**src/rtl/mdu_pkg.sv**
```systemverilog
// Shared encodings for the multiply/divide unit and the control unit that drives it.
package mdu_pkg;

    localparam int MDU_OP_W = 2;

    typedef enum logic [MDU_OP_W-1:0] {
        MULT  = 2'b00,
        MULTU = 2'b01,
        DIV   = 2'b10,
        DIVU  = 2'b11
    } mdu_op_t;

    typedef enum logic [1:0] {
        IDLE = 2'd0,
        BUSY = 2'd1,
        FIX  = 2'd2,
        DONE = 2'd3
    } mdu_state_t;

    function automatic logic op_is_signed(input logic [MDU_OP_W-1:0] op);
        return (op == MULT) || (op == DIV);
    endfunction

endpackage

```
**src/rtl/mdu_iter_core.sv**
```systemverilog
// One radix-2 step on the MDU accumulator: shift-add multiply, or restoring
// shift-subtract divide when MULT_DIV_UNIT_DIV_EN is defined.
module mdu_iter_core #(
    parameter int WIDTH = 32
) (
    input  logic [2*WIDTH-1:0] acc_i,
    input  logic [WIDTH-1:0]   opnd_i,
`ifdef MULT_DIV_UNIT_DIV_EN
    input  logic               div_i,
`endif
    output logic [2*WIDTH-1:0] acc_o
);

    logic [WIDTH:0] sum;
    logic [2*WIDTH-1:0] mul_nxt;

    // Upper half gains the multiplicand when the current multiplier LSB is set.
    assign sum     = {1'b0, acc_i[2*WIDTH-1:WIDTH]} + (acc_i[0] ? {1'b0, opnd_i} : '0);
    assign mul_nxt = {sum, acc_i[WIDTH-1:1]};

`ifdef MULT_DIV_UNIT_DIV_EN
    logic [WIDTH:0] rem_sh;
    logic [WIDTH:0] diff;
    logic [2*WIDTH-1:0] div_nxt;

    assign rem_sh = acc_i[2*WIDTH-1:WIDTH-1];
    assign diff   = rem_sh - {1'b0, opnd_i};

    always_comb begin
        div_nxt = {rem_sh[WIDTH-1:0], acc_i[WIDTH-2:0], 1'b0};
        if (!diff[WIDTH]) div_nxt = {diff[WIDTH-1:0], acc_i[WIDTH-2:0], 1'b1};
    end

    assign acc_o = div_i ? div_nxt : mul_nxt;
`else
    assign acc_o = mul_nxt;
`endif

endmodule

```
**src/rtl/mult_div_unit.sv**
```systemverilog
// Iterative MIPS-style multiply/divide unit owning HI/LO.
// Divide support is built only when MULT_DIV_UNIT_DIV_EN is defined.
module mult_div_unit
    import mdu_pkg::*;
#(
    parameter int WIDTH = 32,
    parameter int CNT_W = $clog2(WIDTH + 1)
) (
    input  logic             clock,
    input  logic             reset,
    input  logic             start,
    input  logic [1:0]       op,
    input  logic [WIDTH-1:0] a,
    input  logic [WIDTH-1:0] b,
    input  logic             hi_we,
    input  logic             lo_we,
    input  logic [WIDTH-1:0] wdata,
    output logic             busy,
    output logic             done,
    output logic             div_zero,
    output logic [WIDTH-1:0] hi,
    output logic [WIDTH-1:0] lo,
    output logic [1:0]       state_out
);

    localparam logic [CNT_W-1:0] LAST = CNT_W'(WIDTH - 1);

    mdu_state_t         state_q;
    mdu_op_t            op_q;
    logic [2*WIDTH-1:0] acc_q, acc_d, acc_init, prod;
    logic [WIDTH-1:0]   opnd_q, opnd_init, hi_q, lo_q, mag_a, mag_b;
    logic [CNT_W-1:0]   cnt_q;
    logic               neg_lo_q, busy_q, done_q, div_zero_q;
    logic               sgn, dz_start, go_fix;

    assign sgn   = op_is_signed(op);
    assign mag_a = (sgn && a[WIDTH-1]) ? -a : a;
    assign mag_b = (sgn && b[WIDTH-1]) ? -b : b;
    assign prod  = neg_lo_q ? -acc_q : acc_q;

`ifdef MULT_DIV_UNIT_DIV_EN
    logic             neg_hi_q, dz_q;
    logic [WIDTH-1:0] quo, rem;

    assign dz_start  = op[1] && (b == '0);
    assign go_fix    = dz_start;
    assign opnd_init = op[1] ? mag_b : mag_a;
    assign quo       = neg_lo_q ? -acc_q[WIDTH-1:0] : acc_q[WIDTH-1:0];
    assign rem       = neg_hi_q ? -acc_q[2*WIDTH-1:WIDTH] : acc_q[2*WIDTH-1:WIDTH];

    // A zero divisor parks the raw dividend in the accumulator so FIX can copy it to HI.
    always_comb begin
        acc_init = {{WIDTH{1'b0}}, mag_b};
        if (dz_start)   acc_init = {{WIDTH{1'b0}}, a};
        else if (op[1]) acc_init = {{WIDTH{1'b0}}, mag_a};
    end
`else
    assign dz_start  = 1'b0;
    assign go_fix    = op[1];
    assign opnd_init = mag_a;
    assign acc_init  = {{WIDTH{1'b0}}, mag_b};
`endif

    mdu_iter_core #(.WIDTH(WIDTH)) u_core (
        .acc_i  (acc_q),
        .opnd_i (opnd_q),
`ifdef MULT_DIV_UNIT_DIV_EN
        .div_i  (op_q[1]),
`endif
        .acc_o  (acc_d)
    );

    always_ff @(posedge clock or negedge reset) begin
        if (!reset) begin
            state_q    <= IDLE;
            op_q       <= MULT;
            acc_q      <= '0;
            opnd_q     <= '0;
            cnt_q      <= '0;
            hi_q       <= '0;
            lo_q       <= '0;
            neg_lo_q   <= 1'b0;
            busy_q     <= 1'b0;
            done_q     <= 1'b0;
            div_zero_q <= 1'b0;
`ifdef MULT_DIV_UNIT_DIV_EN
            neg_hi_q   <= 1'b0;
            dz_q       <= 1'b0;
`endif
        end else begin
            done_q <= 1'b0;
            unique case (state_q)
                IDLE, DONE: begin
                    if (start) begin
                        op_q       <= mdu_op_t'(op);
                        acc_q      <= acc_init;
                        opnd_q     <= opnd_init;
                        cnt_q      <= '0;
                        neg_lo_q   <= sgn && (a[WIDTH-1] ^ b[WIDTH-1]);
                        div_zero_q <= dz_start;
                        busy_q     <= 1'b1;
                        state_q    <= go_fix ? FIX : BUSY;
`ifdef MULT_DIV_UNIT_DIV_EN
                        neg_hi_q   <= sgn && a[WIDTH-1];
                        dz_q       <= dz_start;
`endif
                    end else begin
                        state_q <= IDLE;
                        if (hi_we) hi_q <= wdata;
                        if (lo_we) lo_q <= wdata;
                    end
                end
                BUSY: begin
                    acc_q <= acc_d;
                    cnt_q <= cnt_q + 1'b1;
                    if (cnt_q == LAST) state_q <= FIX;
                end
                FIX: begin
                    if (op_q inside {MULT, MULTU}) begin
                        hi_q <= prod[2*WIDTH-1:WIDTH];
                        lo_q <= prod[WIDTH-1:0];
                    end
`ifdef MULT_DIV_UNIT_DIV_EN
                    else if (dz_q) begin
                        hi_q <= acc_q[WIDTH-1:0];
                        lo_q <= '1;
                    end else begin
                        hi_q <= rem;
                        lo_q <= quo;
                    end
`endif
                    busy_q  <= 1'b0;
                    done_q  <= 1'b1;
                    state_q <= DONE;
                end
                default: state_q <= IDLE;
            endcase
        end
    end

    assign busy      = busy_q;
    assign done      = done_q;
    assign div_zero  = div_zero_q;
    assign hi        = hi_q;
    assign lo        = lo_q;
    assign state_out = state_q;

endmodule
```
**config.mk**
```make
export PLATFORM = sky130hd
export DESIGN_NAME = mult_div_unit
export DESIGN_NICKNAME = d
export VERILOG_FILES = /design/src/rtl/mdu_pkg.sv /design/src/rtl/mdu_iter_core.sv /design/src/rtl/mult_div_unit.sv
export SDC_FILE = /design/constraint.sdc
export NUM_CORES = 1
export LEC_CHECK = 0
export CAP_MARGIN = 20
export CORE_ASPECT_RATIO = 1.1
export CORE_MARGIN = 2
export CORE_UTILIZATION = 50
export DETAILED_ROUTE_END_ITERATION = 7
export PLACE_DENSITY = 0.86
export SYNTH_ARGS = -nofsm -noshare
export SYNTH_HDL_FRONTEND = slang
export SYNTH_SLANG_ARGS = --single-unit
```
**constraint.sdc**
```tcl
create_clock -name clock -period 4.45 [get_ports clock]
set_clock_uncertainty 0.15 [all_clocks]
set_input_delay 0.445 -clock clock [delete_from_list [all_inputs] [get_ports clock]]
set_output_delay 0.445 -clock clock [all_outputs]
set_load 0.02 [all_outputs]
```
==> impl_metrics.xml, run 1 <==
<?xml version="1.0" encoding="UTF-8"?>
<metrics>
  <group name="placement">
    <metric name="gp_congestion" unit="">0.942</metric>
    <metric name="io_buffers" unit="">170</metric>
    <metric name="area_after_dpl" unit="um^2">13500</metric>
    <metric name="hpwlAfterDp" unit="um">26100</metric>
  </group>
  <group name="clock_tree">
    <metric name="clock_tree_from_tritoncts" unit="">built</metric>
    <metric name="cts_buffer_depth" unit="">2</metric>
    <metric name="cts_hold_buffers" unit="">0</metric>
    <metric name="clkSlewWorstSetupHoldPaths" unit="ns">0.07</metric>
    <metric name="post_cts_buffers" unit="">0</metric>
    <metric name="cts-root-buf" unit="">sky130_fd_sc_hd__clkbuf_16</metric>
    <metric name="cts_max_level" unit="">4</metric>
    <metric name="tritoncts_num_sinks" unit="">172</metric>
    <metric name="cts_resized" unit="">0</metric>
    <metric name="tritoncts.num_buffers" unit="">17</metric>
    <metric name="source_to_sink_clock_delay_at_the_later_pin_of_the_worst_skew_pair" unit="ns">0.45</metric>
  </group>
  <group name="sta">
    <metric name="grt_setup_unrepaired" unit="">false</metric>
    <metric name="worst_hold_slack" unit="ns">-0.0150</metric>
    <metric name="tightestPinTransition" unit="ns">0.992</metric>
    <metric name="timing.slew.headroom" unit="%">33.7</metric>
    <metric name="timing_hold_violations_final" unit="">8</metric>
    <metric name="fin_crit" unit="ns">3.59</metric>
    <metric name="finalCritPeriodShare" unit="%">80.7</metric>
    <metric name="setup_tns" unit="ns">0</metric>
    <metric name="final-max-slew-violation-count" unit="">0</metric>
    <metric name="max_freq" unit="MHz">278</metric>
    <metric name="finalSetupViolations" unit="">0</metric>
  </group>
  <group name="final_layout">
    <metric name="num_antenna_cells" unit="">0</metric>
    <metric name="filler_cell_count" unit="">1935</metric>
    <metric name="syn_to_layout_area_delta" unit="%">21.3</metric>
    <metric name="design_area" unit="um^2">14100</metric>
    <metric name="nets" unit="">1648</metric>
    <metric name="postLayoutCoreUtil" unit="%">61.6</metric>
    <metric name="post_route_cells_drive_above_1_share" unit="%">4.74</metric>
  </group>
  <group name="pwr">
    <metric name="p_leak" unit="uW">0.00604</metric>
    <metric name="switching_power" unit="uW">4900</metric>
    <metric name="irDropWorstVdd" unit="mV">0.525</metric>
    <metric name="clkPwrFrac" unit="%">13.7</metric>
    <metric name="logic_gate_share_of_total_power" unit="%">56.1</metric>
    <metric name="power-per-cell-area" unit="nW/um^2">728</metric>
    <metric name="sequentialPowerShare" unit="%">30.2</metric>
    <metric name="swShare" unit="%">47.9</metric>
    <metric name="p_int" unit="uW">5340</metric>
  </group>
  <group name="worst_setup_path">
    <metric name="timing.critical_path.slowest_cell_delay" unit="ns">0.55</metric>
    <metric name="critical_path.cell_chain" unit="">inv_1, ha_1, nor3b_1, nand3_1, or3_4, or4_4, o41ai_4, xor2_1, a211oi_1, a21o_1</metric>
    <metric name="reg2regPathDepth" unit="">10</metric>
    <metric name="crit_slowest_cell" unit="">sky130_fd_sc_hd__dfrtp_1</metric>
    <metric name="critPathCaptureType" unit="">flop</metric>
    <metric name="worst_setup_path_startpoint" unit="">acc_q[0]</metric>
    <metric name="timing.critical_path.required" unit="ns">4.64</metric>
    <metric name="critical_path.startpoint_type" unit="">flop</metric>
    <metric name="crit_path_max_fanout" unit="">12</metric>
    <metric name="rr_startpoint" unit="">acc_q[0]</metric>
    <metric name="worst_ep_arrival_time" unit="ns">3.78</metric>
    <metric name="timing.reg2reg.setup_slack" unit="ns">0.86</metric>
    <metric name="regToRegEndpoint" unit="">hi[22]</metric>
    <metric name="endpoint" unit="">hi[22]</metric>
    <metric name="critical_path_class" unit="">flop to flop</metric>
  </group>
  <group name="synth">
    <metric name="synth_top_flop_cell" unit="">sky130_fd_sc_hd__dfrtp_1</metric>
    <metric name="synth-async-reset-ratio" unit="%">100</metric>
    <metric name="yosysTopAreaCell" unit="">sky130_fd_sc_hd__dfrtp_1</metric>
    <metric name="post_synth_inst_count" unit="">1376</metric>
    <metric name="synth.top_cells.by_area" unit="">sky130_fd_sc_hd__dfrtp_1 (37%), sky130_fd_sc_hd__o21ai_0 (7.4%), sky130_fd_sc_hd__xor2_1 (6.3%)</metric>
    <metric name="synth-seq-area-share" unit="%">37.1</metric>
    <metric name="yosys-top-cells-count" unit="">sky130_fd_sc_hd__dfrtp_1 (172), sky130_fd_sc_hd__o21ai_0 (172), sky130_fd_sc_hd__nand2_1 (159)</metric>
    <metric name="avgSynthCellArea" unit="um^2">8.43</metric>
    <metric name="synth_edf_count" unit="">0</metric>
    <metric name="ys_ff_latch" unit="">172</metric>
    <metric name="mappedNetlistArea" unit="um^2">11600</metric>
    <metric name="synth_nets" unit="">1518</metric>
    <metric name="synth_largest_type_area_fraction" unit="%">37.1</metric>
    <metric name="total_of_warnings_raised_by_yosys" unit="">0</metric>
    <metric name="synth_cell_type_count" unit="">68</metric>
  </group>
  <group name="detailed_routing">
    <metric name="routed-via-count" unit="">11000</metric>
    <metric name="remaining_drc_errors" unit="">0</metric>
    <metric name="drt-initial-drc-count" unit="">1140</metric>
    <metric name="wire_per_inst" unit="um">18.6</metric>
    <metric name="route.antenna.remaining_nets" unit="">0</metric>
    <metric name="routed_wirelength" unit="um">33900</metric>
    <metric name="routed_via_density" unit="">6.05</metric>
    <metric name="initial_drt_pass_iterations" unit="">5</metric>
  </group>
  <group name="floorplan">
    <metric name="dieArea" unit="um^2">24400</metric>
    <metric name="floorplan.initialDensity" unit="%">50.8</metric>
    <metric name="rows" unit="">58</metric>
    <metric name="die_y" unit="um">164</metric>
    <metric name="floorplan.io_pins" unit="">172</metric>
    <metric name="floorplan.die.width" unit="um">149</metric>
    <metric name="placeableCoreArea" unit="um^2">22900</metric>
  </group>
  <group name="grt">
    <metric name="grt_antenna_before_repair" unit="">0</metric>
    <metric name="grt_util_all_layers" unit="%">28.3</metric>
    <metric name="grt_pass1_vias" unit="">10500</metric>
    <metric name="gr-total-overflow" unit="">0</metric>
    <metric name="largest_net_degree_at_the_start_of_global_routing" unit="">107</metric>
    <metric name="wire_length_of_the_first_global_routing_pass" unit="um">54600</metric>
  </group>
  <group name="flow_run">
    <metric name="maxCapViolations" unit="">0</metric>
  </group>
  <group name="outcome">
    <metric name="failed_checks" unit="">hold timing</metric>
    <metric name="outcome" unit="">finished, violations left</metric>
  </group>
  <group name="hold_path">
    <metric name="worst_hold_path_type" unit="">input pin to async pin</metric>
  </group>
</metrics>
[kinds of logic after synthesis]
kind of cell | Yosys count | share of synthesized area (%)
fa+ha+maj | 39 | 4.27
buf+inv | 102 | 3.35
mux | 12 | 1.05
flops | 172 | 37.1
simple gates | 433 | 18.1
other cells | 1 | 0.0323
compound gates | 475 | 25.4
xor+xnor | 142 | 10.7
[layout make-up]
type                       instances  area [um^2]  share of cell area [%]
sequential                       172         4300                    30.6
multi-input combinational       1102         6930                    49.2
tap                              300          375                    2.67
inverter                          27          101                   0.720
timing repair buffer             186         1840                    13.0
clock inverter                    15          111                   0.791
clock buffer                      17          425                    3.02
[critical path, delay by kind of cell, from the launching register on]
family          cells  cell delay (ns)
compound gates      3             0.52
simple gates        4             1.78
fa+ha+maj           1             0.17
buf+inv             1             0.13
xor+xnor            1             0.19
flops               1             0.55
[flip-flops by register name, indices dropped and copies added, names as in the netlist]
signal     count
acc_q         64
cnt_q          6
done           1
op_q           1
state_out      2
opnd_q        32
lo            32
busy           1
hi            32
neg_lo_q       1
[power groups by stage]
stage | combinational (uW) | sequential [uW] | clock, uW
final | 5750 | 3100 | 1400
after global routing | 6340 | 3170 | 1480
after CTS | 5710 | 3070 | 1410
after detailed placement | 5680 | 3100 | 0
after global placement | 5530 | 3050 | 0
after floorplan | 3610 | 3170 | 0
[worst min-delay path by stage]
stage	startpoint	endpoint	slack [ns]	cells past startpoint
final	reset	cnt_q[2]	-0.01	1
after detailed placement	lo[28]	lo[28]	0.32	1
after global placement	opnd_q[28]	opnd_q[28]	0.31	2
after CTS	reset	cnt_q[2]	0.03	1
after global routing	reset	cnt_q[2]	0.08	1
after floorplan	reset	acc_q[0]	-0.0006	0
[per-stage QoR]
step           instances  setup WS [ns]  power, uW
6_report            1819          0.858      10200
5_1_grt             1819          0.657      11000
4_1_cts             1819          0.921      10200
3_5_place_dp        1787          0.879       8770
3_3_place_gp        1787          0.940       8580
2_1_floorplan       1376           1.22       6780
[cell usage in the layout, fill, tap and decap left out, drive strengths merged, types with 13 or more instances in the layout]
master,instances
or4,19
a21o,54
ha,38
nand2,159
o21ai,174
o41ai,16
or3,22
o31ai,31
buf,17
a21oi,100
nor2b,13
nor2,92
nand3,18
and2,36
a211oi,45
clkbuf,17
inv,34
clkdlybuf4s50,169
nor3,27
dfrtp,172
xnor2,58
xor2,84
[layer usage]
metal  GRT usage (%)  share of wire [%]
met3            4.11                7.2
met1            39.0                 44
met5               0                  0
met2            45.1                 46
met4            11.0                3.6
No activity file was read; power rests on OpenSTA's default activity.
==> run 2: changes to the inputs <==
--- a/config.mk
+++ b/config.mk
@@ -10,7 +10,7 @@
 export CORE_MARGIN = 2
 export CORE_UTILIZATION = 50
 export DETAILED_ROUTE_END_ITERATION = 7
-export PLACE_DENSITY = 0.86
+export PLACE_DENSITY = 0.88
 export SYNTH_ARGS = -nofsm -noshare
 export SYNTH_HDL_FRONTEND = slang
 export SYNTH_SLANG_ARGS = --single-unit
==> constraint.sdc (replaced) <==
create_clock -name clock -period 3.1 [get_ports clock]
set_clock_uncertainty 0.15 [all_clocks]
set_input_delay 0.31 -clock clock [delete_from_list [all_inputs] [get_ports clock]]
set_output_delay 0.31 -clock clock [all_outputs]
set_load 0.02 [all_outputs]
==> run 2 against run 1 <==
The flow finishes with violations (setup timing). Worst hold slack improved by 0.33 ns. First-iteration DRC count fell by 16%. Sequential share of layout area fell by 2.5 points. Combinational power rose by 68%. Sequential cell count did not move. Sequential power rose by 37%. Worst setup slack got worse by 0.90 ns. Critical path depth fell by 2. Cell count rose by 7.0%. Die area did not move. Power rose by 55%. Critical endpoint unchanged.
==> impl_metrics.xml, run 2 (same netlist as run 1, synthesis figures left out) <==
<?xml version="1.0" encoding="UTF-8"?>
<metrics>
  <group name="outcome">
    <metric name="outcome" unit="">finished, violations left</metric>
    <metric name="failed_checks" unit="">setup timing</metric>
  </group>
  <group name="worst_setup_path">
    <metric name="critical_path.startpoint_type" unit="">flop</metric>
    <metric name="crit_slowest_cell" unit="">sky130_fd_sc_hd__or4_4</metric>
    <metric name="critPathCaptureType" unit="">flop</metric>
    <metric name="critical_path_class" unit="">flop to flop</metric>
    <metric name="worst_ep_arrival_time" unit="ns">3.36</metric>
    <metric name="timing.critical_path.required" unit="ns">3.32</metric>
    <metric name="worstPathBufferInverterCount" unit="">0</metric>
    <metric name="timing.critical_path.slowest_cell_delay" unit="ns">0.56</metric>
    <metric name="critical_path.cell_chain" unit="">or4_4, or3_4, or3_4, or4_4, o41ai_4, xor2_1, a211oi_1, a21o_1</metric>
    <metric name="critical_path.top_delay_family" unit="">simple AND/OR/NAND/NOR gates</metric>
    <metric name="crit_path_max_fanout" unit="">5</metric>
  </group>
  <group name="sta">
    <metric name="grt_setup_unrepaired" unit="">true</metric>
    <metric name="timing_hold_violations_final" unit="">0</metric>
    <metric name="finalCritPeriodShare" unit="%">101</metric>
    <metric name="timing.slew.headroom" unit="%">55.6</metric>
    <metric name="final-max-slew-violation-count" unit="">0</metric>
    <metric name="postLayoutSetupSlackWorst" unit="ns">-0.0399</metric>
    <metric name="finalSetupViolations" unit="">3</metric>
    <metric name="fin_crit" unit="ns">3.14</metric>
    <metric name="worst_hold_slack" unit="ns">0.316</metric>
    <metric name="max_freq" unit="MHz">318</metric>
    <metric name="tightestPinTransition" unit="ns">0.667</metric>
    <metric name="setup_tns" unit="ns">-0.0865</metric>
  </group>
  <group name="pwr">
    <metric name="sequentialPowerShare" unit="%">26.7</metric>
    <metric name="switching_power" unit="uW">7360</metric>
    <metric name="clkPwrFrac" unit="%">12.5</metric>
    <metric name="power-per-cell-area" unit="nW/um^2">1040</metric>
    <metric name="p_int" unit="uW">8540</metric>
    <metric name="report.power.total" unit="uW">15900</metric>
    <metric name="logic_gate_share_of_total_power" unit="%">60.8</metric>
    <metric name="p_leak" unit="uW">0.00669</metric>
    <metric name="swShare" unit="%">46.3</metric>
    <metric name="irDropWorstVdd" unit="mV">1.10</metric>
  </group>
  <group name="placement">
    <metric name="placement.setup.worst_slack" unit="ns">-0.0480</metric>
    <metric name="gp_congestion" unit="">0.942</metric>
    <metric name="io_buffers" unit="">170</metric>
    <metric name="hpwlAfterDp" unit="um">27300</metric>
  </group>
  <group name="clock_tree">
    <metric name="cts_max_level" unit="">4</metric>
    <metric name="cts-root-buf" unit="">sky130_fd_sc_hd__clkbuf_16</metric>
    <metric name="cts_buffer_depth" unit="">2</metric>
    <metric name="tritoncts_num_sinks" unit="">172</metric>
    <metric name="clkSlewWorstSetupHoldPaths" unit="ns">0.07</metric>
    <metric name="source_to_sink_clock_delay_at_the_later_pin_of_the_worst_skew_pair" unit="ns">0.43</metric>
    <metric name="tritoncts.num_buffers" unit="">17</metric>
    <metric name="clock_tree_from_tritoncts" unit="">built</metric>
  </group>
  <group name="grt">
    <metric name="largest_net_degree_at_the_start_of_global_routing" unit="">90</metric>
    <metric name="grt_antenna_before_repair" unit="">1</metric>
    <metric name="wire_length_of_the_first_global_routing_pass" unit="um">55600</metric>
    <metric name="grt_util_all_layers" unit="%">28.8</metric>
    <metric name="gr-total-overflow" unit="">0</metric>
    <metric name="grt_pass1_vias" unit="">10800</metric>
  </group>
  <group name="detailed_routing">
    <metric name="initial_drt_pass_iterations" unit="">5</metric>
    <metric name="routed_wirelength" unit="um">35400</metric>
    <metric name="route.antenna.remaining_nets" unit="">0</metric>
    <metric name="remaining_drc_errors" unit="">0</metric>
    <metric name="drt-initial-drc-count" unit="">961</metric>
    <metric name="routed-via-count" unit="">11500</metric>
    <metric name="wire_per_inst" unit="um">18.2</metric>
    <metric name="routed_via_density" unit="">5.91</metric>
  </group>
  <group name="final_layout">
    <metric name="nets" unit="">1776</metric>
    <metric name="largest_reg_flops" unit="">64</metric>
    <metric name="post_route_cells_drive_above_1_share" unit="%">14.0</metric>
    <metric name="mostFrequentLayoutCells" unit="">sky130_fd_sc_hd__dfrtp_1 (171), sky130_fd_sc_hd__clkdlybuf4s50_1 (169), sky130_fd_sc_hd__o21ai_0 (161)</metric>
    <metric name="syn_to_layout_area_delta" unit="%">31.9</metric>
    <metric name="postLayoutCoreUtil" unit="%">67.0</metric>
    <metric name="top_reg_by_flops" unit="">acc_q</metric>
    <metric name="layout.cells.most_common" unit="">sky130_fd_sc_hd__dfrtp_1</metric>
  </group>
  <group name="floorplan">
    <metric name="floorplan.io_pins" unit="">172</metric>
    <metric name="die_y" unit="um">164</metric>
    <metric name="floorplan.initialDensity" unit="%">50.8</metric>
    <metric name="rows" unit="">58</metric>
    <metric name="dieArea" unit="um^2">24400</metric>
    <metric name="placeableCoreArea" unit="um^2">22900</metric>
    <metric name="floorplan.die.width" unit="um">149</metric>
  </group>
  <group name="hold_path">
    <metric name="worst_hold_path_type" unit="">input pin to async pin</metric>
  </group>
  <group name="flow_run">
    <metric name="maxCapViolations" unit="">0</metric>
  </group>
</metrics>
run 2: power by group through the flow:
| stage | registers (uW) | logic, uW | clock network, uW |
|---|---|---|---|
| after detailed placement | 4240 | 9230 | 0 |
| after global placement | 4170 | 8940 | 0 |
| after floorplan | 4550 | 5190 | 0 |
| after CTS | 4210 | 9340 | 1990 |
| after global routing | 4360 | 10500 | 2100 |
| final | 4250 | 9660 | 1980 |
run 2: per-stage QoR:
stage	cells	instance area, um^2
after floorplan	1376	11600
after global placement	1908	14500
after detailed placement	1908	14500
after CTS	1940	15100
after global routing	1946	15300
final	1947	15300
run 2: path summary, 6_finish.rpt:
path / start / to / slack (ns) / depth (start not counted)
setup reg to reg: acc_q[13] / hi[22] / -0.04 / 8
hold reg to reg: hi[19] / hi[19] / 0.33 / 2
setup / recovery: acc_q[13] / hi[22] / -0.04 / 8
hold / removal: reset / acc_q[24] / 0.32 / 2
max in group asynchronous: reset / hi[5] / 1.61 / 3
min in group clock: hi[19] / hi[19] / 0.33 / 2
run 2: per-layer routing:
layer / global-route usage, % / part of all wire, % / vias up
met5: 0 / 0 / -
li1: - / - / 5483
met4: 13.5 / 4.1 / 0
met1: 38.4 / 42 / 5459
met3: 4.92 / 7.5 / 77
met2: 45.7 / 46 / 495
run 2: what timing repair did:
item	4_1_cts	5_1_grt
hold endpoints to repair	69	0
hold buffers	1	0
setup endpoints to repair	11	34
setup buffers	0	6
resized for setup	10	45
pin swaps	0	15
run 2: area by class of cell:
cell class                      count  area (um^2)
Fill cell                        1738         7550
Multi-Input combinational cell   1102         7150
Sequential cell                   172         4310
Timing Repair Buffer              314         2840
Clock buffer                       22          474
Tap cell                          300          375
Inverter                           27          101
Clock inverter                      9         66.3
Antenna cell                        1         2.50
==> run 3: changes to the inputs <==
--- a/config.mk
+++ b/config.mk
@@ -7,7 +7,6 @@
 export LEC_CHECK = 0
 export CAP_MARGIN = 20
 export CORE_ASPECT_RATIO = 1.1
-export CORE_MARGIN = 2
 export CORE_UTILIZATION = 50
 export DETAILED_ROUTE_END_ITERATION = 7
 export PLACE_DENSITY = 0.88
==> run 3 against run 2 <==
The run still ends with setup timing left. Combinational power is 0.7% higher. Routed wire length up 3.8%. Die area decreased by 2.5%. Critical path depth unchanged. Via count increased by 0.78%. Sequential power fell by 1%. Fmax shrank 0.94%. Power increased by 0.97%. Clock power is 7% higher. Worst hold slack got worse by 0.057 ns. Non-clock buffer count fell by 14.
==> impl_metrics.xml, run 3 (same netlist as run 1, synthesis figures left out) <==
<?xml version="1.0" encoding="UTF-8"?>
<metrics>
  <group name="floorplan">
    <metric name="floorplan.die.width" unit="um">147</metric>
    <metric name="rows" unit="">58</metric>
    <metric name="floorplan.initialDensity" unit="%">50.9</metric>
    <metric name="floorplan.io_pins" unit="">172</metric>
    <metric name="placeableCoreArea" unit="um^2">22800</metric>
    <metric name="dieArea" unit="um^2">23800</metric>
    <metric name="die_y" unit="um">162</metric>
  </group>
  <group name="sta">
    <metric name="fin_crit" unit="ns">3.17</metric>
    <metric name="grt_setup_unrepaired" unit="">true</metric>
    <metric name="postLayoutSetupSlackWorst" unit="ns">-0.0696</metric>
    <metric name="max_freq" unit="MHz">315</metric>
    <metric name="timing_hold_violations_final" unit="">0</metric>
    <metric name="finalCritPeriodShare" unit="%">102</metric>
    <metric name="final-max-slew-violation-count" unit="">0</metric>
    <metric name="finalSetupViolations" unit="">8</metric>
    <metric name="tightestPinTransition" unit="ns">0.729</metric>
    <metric name="timing.slew.headroom" unit="%">51.2</metric>
  </group>
  <group name="grt">
    <metric name="grt_util_all_layers" unit="%">31.1</metric>
    <metric name="gr-total-overflow" unit="">0</metric>
    <metric name="grt_pass1_vias" unit="">11300</metric>
    <metric name="grt_util_met3" unit="%">5.90</metric>
    <metric name="wire_length_of_the_first_global_routing_pass" unit="um">58700</metric>
    <metric name="busiest_layer" unit="">met2</metric>
    <metric name="grt_antenna_before_repair" unit="">0</metric>
    <metric name="groute.layer.met1.usage" unit="%">40.2</metric>
    <metric name="use_met2" unit="%">50.7</metric>
    <metric name="largest_net_degree_at_the_start_of_global_routing" unit="">90</metric>
  </group>
  <group name="clock_tree">
    <metric name="cts-root-buf" unit="">sky130_fd_sc_hd__clkbuf_16</metric>
    <metric name="clkSlewWorstSetupHoldPaths" unit="ns">0.07</metric>
    <metric name="source_to_sink_clock_delay_at_the_later_pin_of_the_worst_skew_pair" unit="ns">0.44</metric>
    <metric name="tritoncts.num_buffers" unit="">17</metric>
    <metric name="cts_max_level" unit="">4</metric>
    <metric name="clock_tree_from_tritoncts" unit="">built</metric>
    <metric name="tritoncts_num_sinks" unit="">172</metric>
    <metric name="cts_buffer_depth" unit="">2</metric>
  </group>
  <group name="detailed_routing">
    <metric name="routed_wirelength" unit="um">36800</metric>
    <metric name="routed_via_density" unit="">6.01</metric>
    <metric name="drt-initial-drc-count" unit="">1114</metric>
    <metric name="wire_per_inst" unit="um">19.0</metric>
    <metric name="initial_drt_pass_iterations" unit="">6</metric>
    <metric name="routed-via-count" unit="">11600</metric>
    <metric name="remaining_drc_errors" unit="">0</metric>
    <metric name="route.antenna.remaining_nets" unit="">0</metric>
  </group>
  <group name="placement">
    <metric name="placement.setup.worst_slack" unit="ns">-0.0620</metric>
    <metric name="place.detailed.instances" unit="">1898</metric>
    <metric name="area_after_dpl" unit="um^2">14400</metric>
    <metric name="gp_congestion" unit="">0.909</metric>
    <metric name="io_buffers" unit="">170</metric>
    <metric name="hpwlAfterDp" unit="um">27900</metric>
  </group>
  <group name="final_layout">
    <metric name="layout.cells.most_common" unit="">sky130_fd_sc_hd__dfrtp_1</metric>
    <metric name="top_reg_by_flops" unit="">acc_q</metric>
    <metric name="design_area" unit="um^2">15200</metric>
    <metric name="num_antenna_cells" unit="">0</metric>
    <metric name="largest_reg_flops" unit="">64</metric>
    <metric name="postLayoutCoreUtil" unit="%">66.8</metric>
    <metric name="syn_to_layout_area_delta" unit="%">31.1</metric>
    <metric name="number_of_non_filler_instances_in_the_completed_layout" unit="">1932</metric>
    <metric name="post_route_cells_drive_above_1_share" unit="%">13.1</metric>
    <metric name="nets" unit="">1762</metric>
    <metric name="mostFrequentLayoutCells" unit="">sky130_fd_sc_hd__dfrtp_1 (172), sky130_fd_sc_hd__clkdlybuf4s50_1 (169), sky130_fd_sc_hd__o21ai_0 (160)</metric>
  </group>
  <group name="worst_setup_path">
    <metric name="timing.critical_path.required" unit="ns">3.28</metric>
    <metric name="crit_path_max_fanout" unit="">5</metric>
    <metric name="worst_ep_arrival_time" unit="ns">3.35</metric>
    <metric name="critical_path_class" unit="">flop to flop</metric>
    <metric name="critical_path.startpoint_type" unit="">flop</metric>
    <metric name="critPathCaptureType" unit="">flop</metric>
  </group>
  <group name="pwr">
    <metric name="logic_gate_share_of_total_power" unit="%">60.6</metric>
    <metric name="p_int" unit="uW">8540</metric>
    <metric name="irDropWorstVdd" unit="mV">0.647</metric>
    <metric name="swShare" unit="%">46.8</metric>
    <metric name="clkPwrFrac" unit="%">13.2</metric>
    <metric name="power-per-cell-area" unit="nW/um^2">1050</metric>
    <metric name="sequentialPowerShare" unit="%">26.2</metric>
    <metric name="switching_power" unit="uW">7510</metric>
    <metric name="p_leak" unit="uW">0.00669</metric>
  </group>
  <group name="outcome">
    <metric name="failed_checks" unit="">setup timing</metric>
    <metric name="outcome" unit="">finished, violations left</metric>
  </group>
  <group name="hold_path">
    <metric name="worst_hold_path_type" unit="">input pin to async pin</metric>
  </group>
  <group name="flow_run">
    <metric name="maxCapViolations" unit="">0</metric>
  </group>
</metrics>
==> run 3: cell count changes in the layout (fill, tap and decap cells not counted), sizes merged <==
cell / before / now
buf: 144 / 130
bufinv: 0 / 1
inv: 27 / 33
clkinvlp: 7 / 0
clkbuf: 22 / 18
clkinv: 2 / 6
diode: 1 / 0
==> run 3: power by group through the flow <==
stage / Combinational, uW / Clock (uW) / Sequential [uW]
finish: 9730 / 2120 / 4200
CTS: 9440 / 2130 / 4170
floorplan: 5190 / 0 / 4550
detailed placement: 9300 / 0 / 4210
global route: 10500 / 2220 / 4320
global placement: 9000 / 0 / 4150
==> run 3: per-layer routing <==
metal	share of wire [%]	wire (um)	up-vias
li1	-	-	5458
met1	41	14900	5495
met2	47	17300	555
met3	8.2	3000	96
met4	4.1	1520	0
met5	0	0	-
==> run 3: repair_timing <==
item,CTS,global route
hold buffers,1,0
pin swaps,3,12
resized for setup,4,46
buffers inserted,1,1
endpoints found under the hold margin,65,0
setup endpoints to repair,8,42
==> run 3: worst max-delay path: stages, from the launching register on <==
cell	delay [ns]
sky130_fd_sc_hd__dfrtp_1	0.39
sky130_fd_sc_hd__or4_4	0.57
sky130_fd_sc_hd__or3_4	0.35
sky130_fd_sc_hd__or3_4	0.40
sky130_fd_sc_hd__or4_4	0.49
sky130_fd_sc_hd__o41ai_4	0.23
sky130_fd_sc_hd__xor2_1	0.20
sky130_fd_sc_hd__a211oi_1	0.10
sky130_fd_sc_hd__a21o_1	0.18
==> run 3: layout make-up <==
cell class | count | area, um^2
timing repair buffer | 300 | 2750
clock buffer | 18 | 439
tap | 300 | 375
sequential | 172 | 4300
multi-input combinational | 1102 | 7120
clock inverter | 13 | 133
inverter | 27 | 101
fill | 1785 | 7570
==> run 3: worst paths after layout <==
| kind | to | cells past startpoint | slack [ns] | from |
|---|---|---|---|---|
| worst min-delay path | hi[0] | 2 | 0.26 | reset |
| worst max register to register | hi[22] | 8 | -0.07 | acc_q[13] |
| min in group clock | opnd_q[30] | 2 | 0.32 | opnd_q[30] |
| worst max-delay path | hi[22] | 8 | -0.07 | acc_q[13] |
| max in group asynchronous | busy | 3 | 1.59 | reset |
| worst min register to register | opnd_q[30] | 2 | 0.32 | opnd_q[30] |
==> run 3: through the flow <==
step	power [uW]	setup TNS, ns	hold slack, ns
4_1_cts	15700	-0.146	0.307
2_1_floorplan	9740	0	-0.136
5_1_grt	17000	-1.27	0.326
3_5_place_dp	13500	-0.174	0.201
6_report	16100	-0.233	0.260
3_3_place_gp	13200	0	0.195
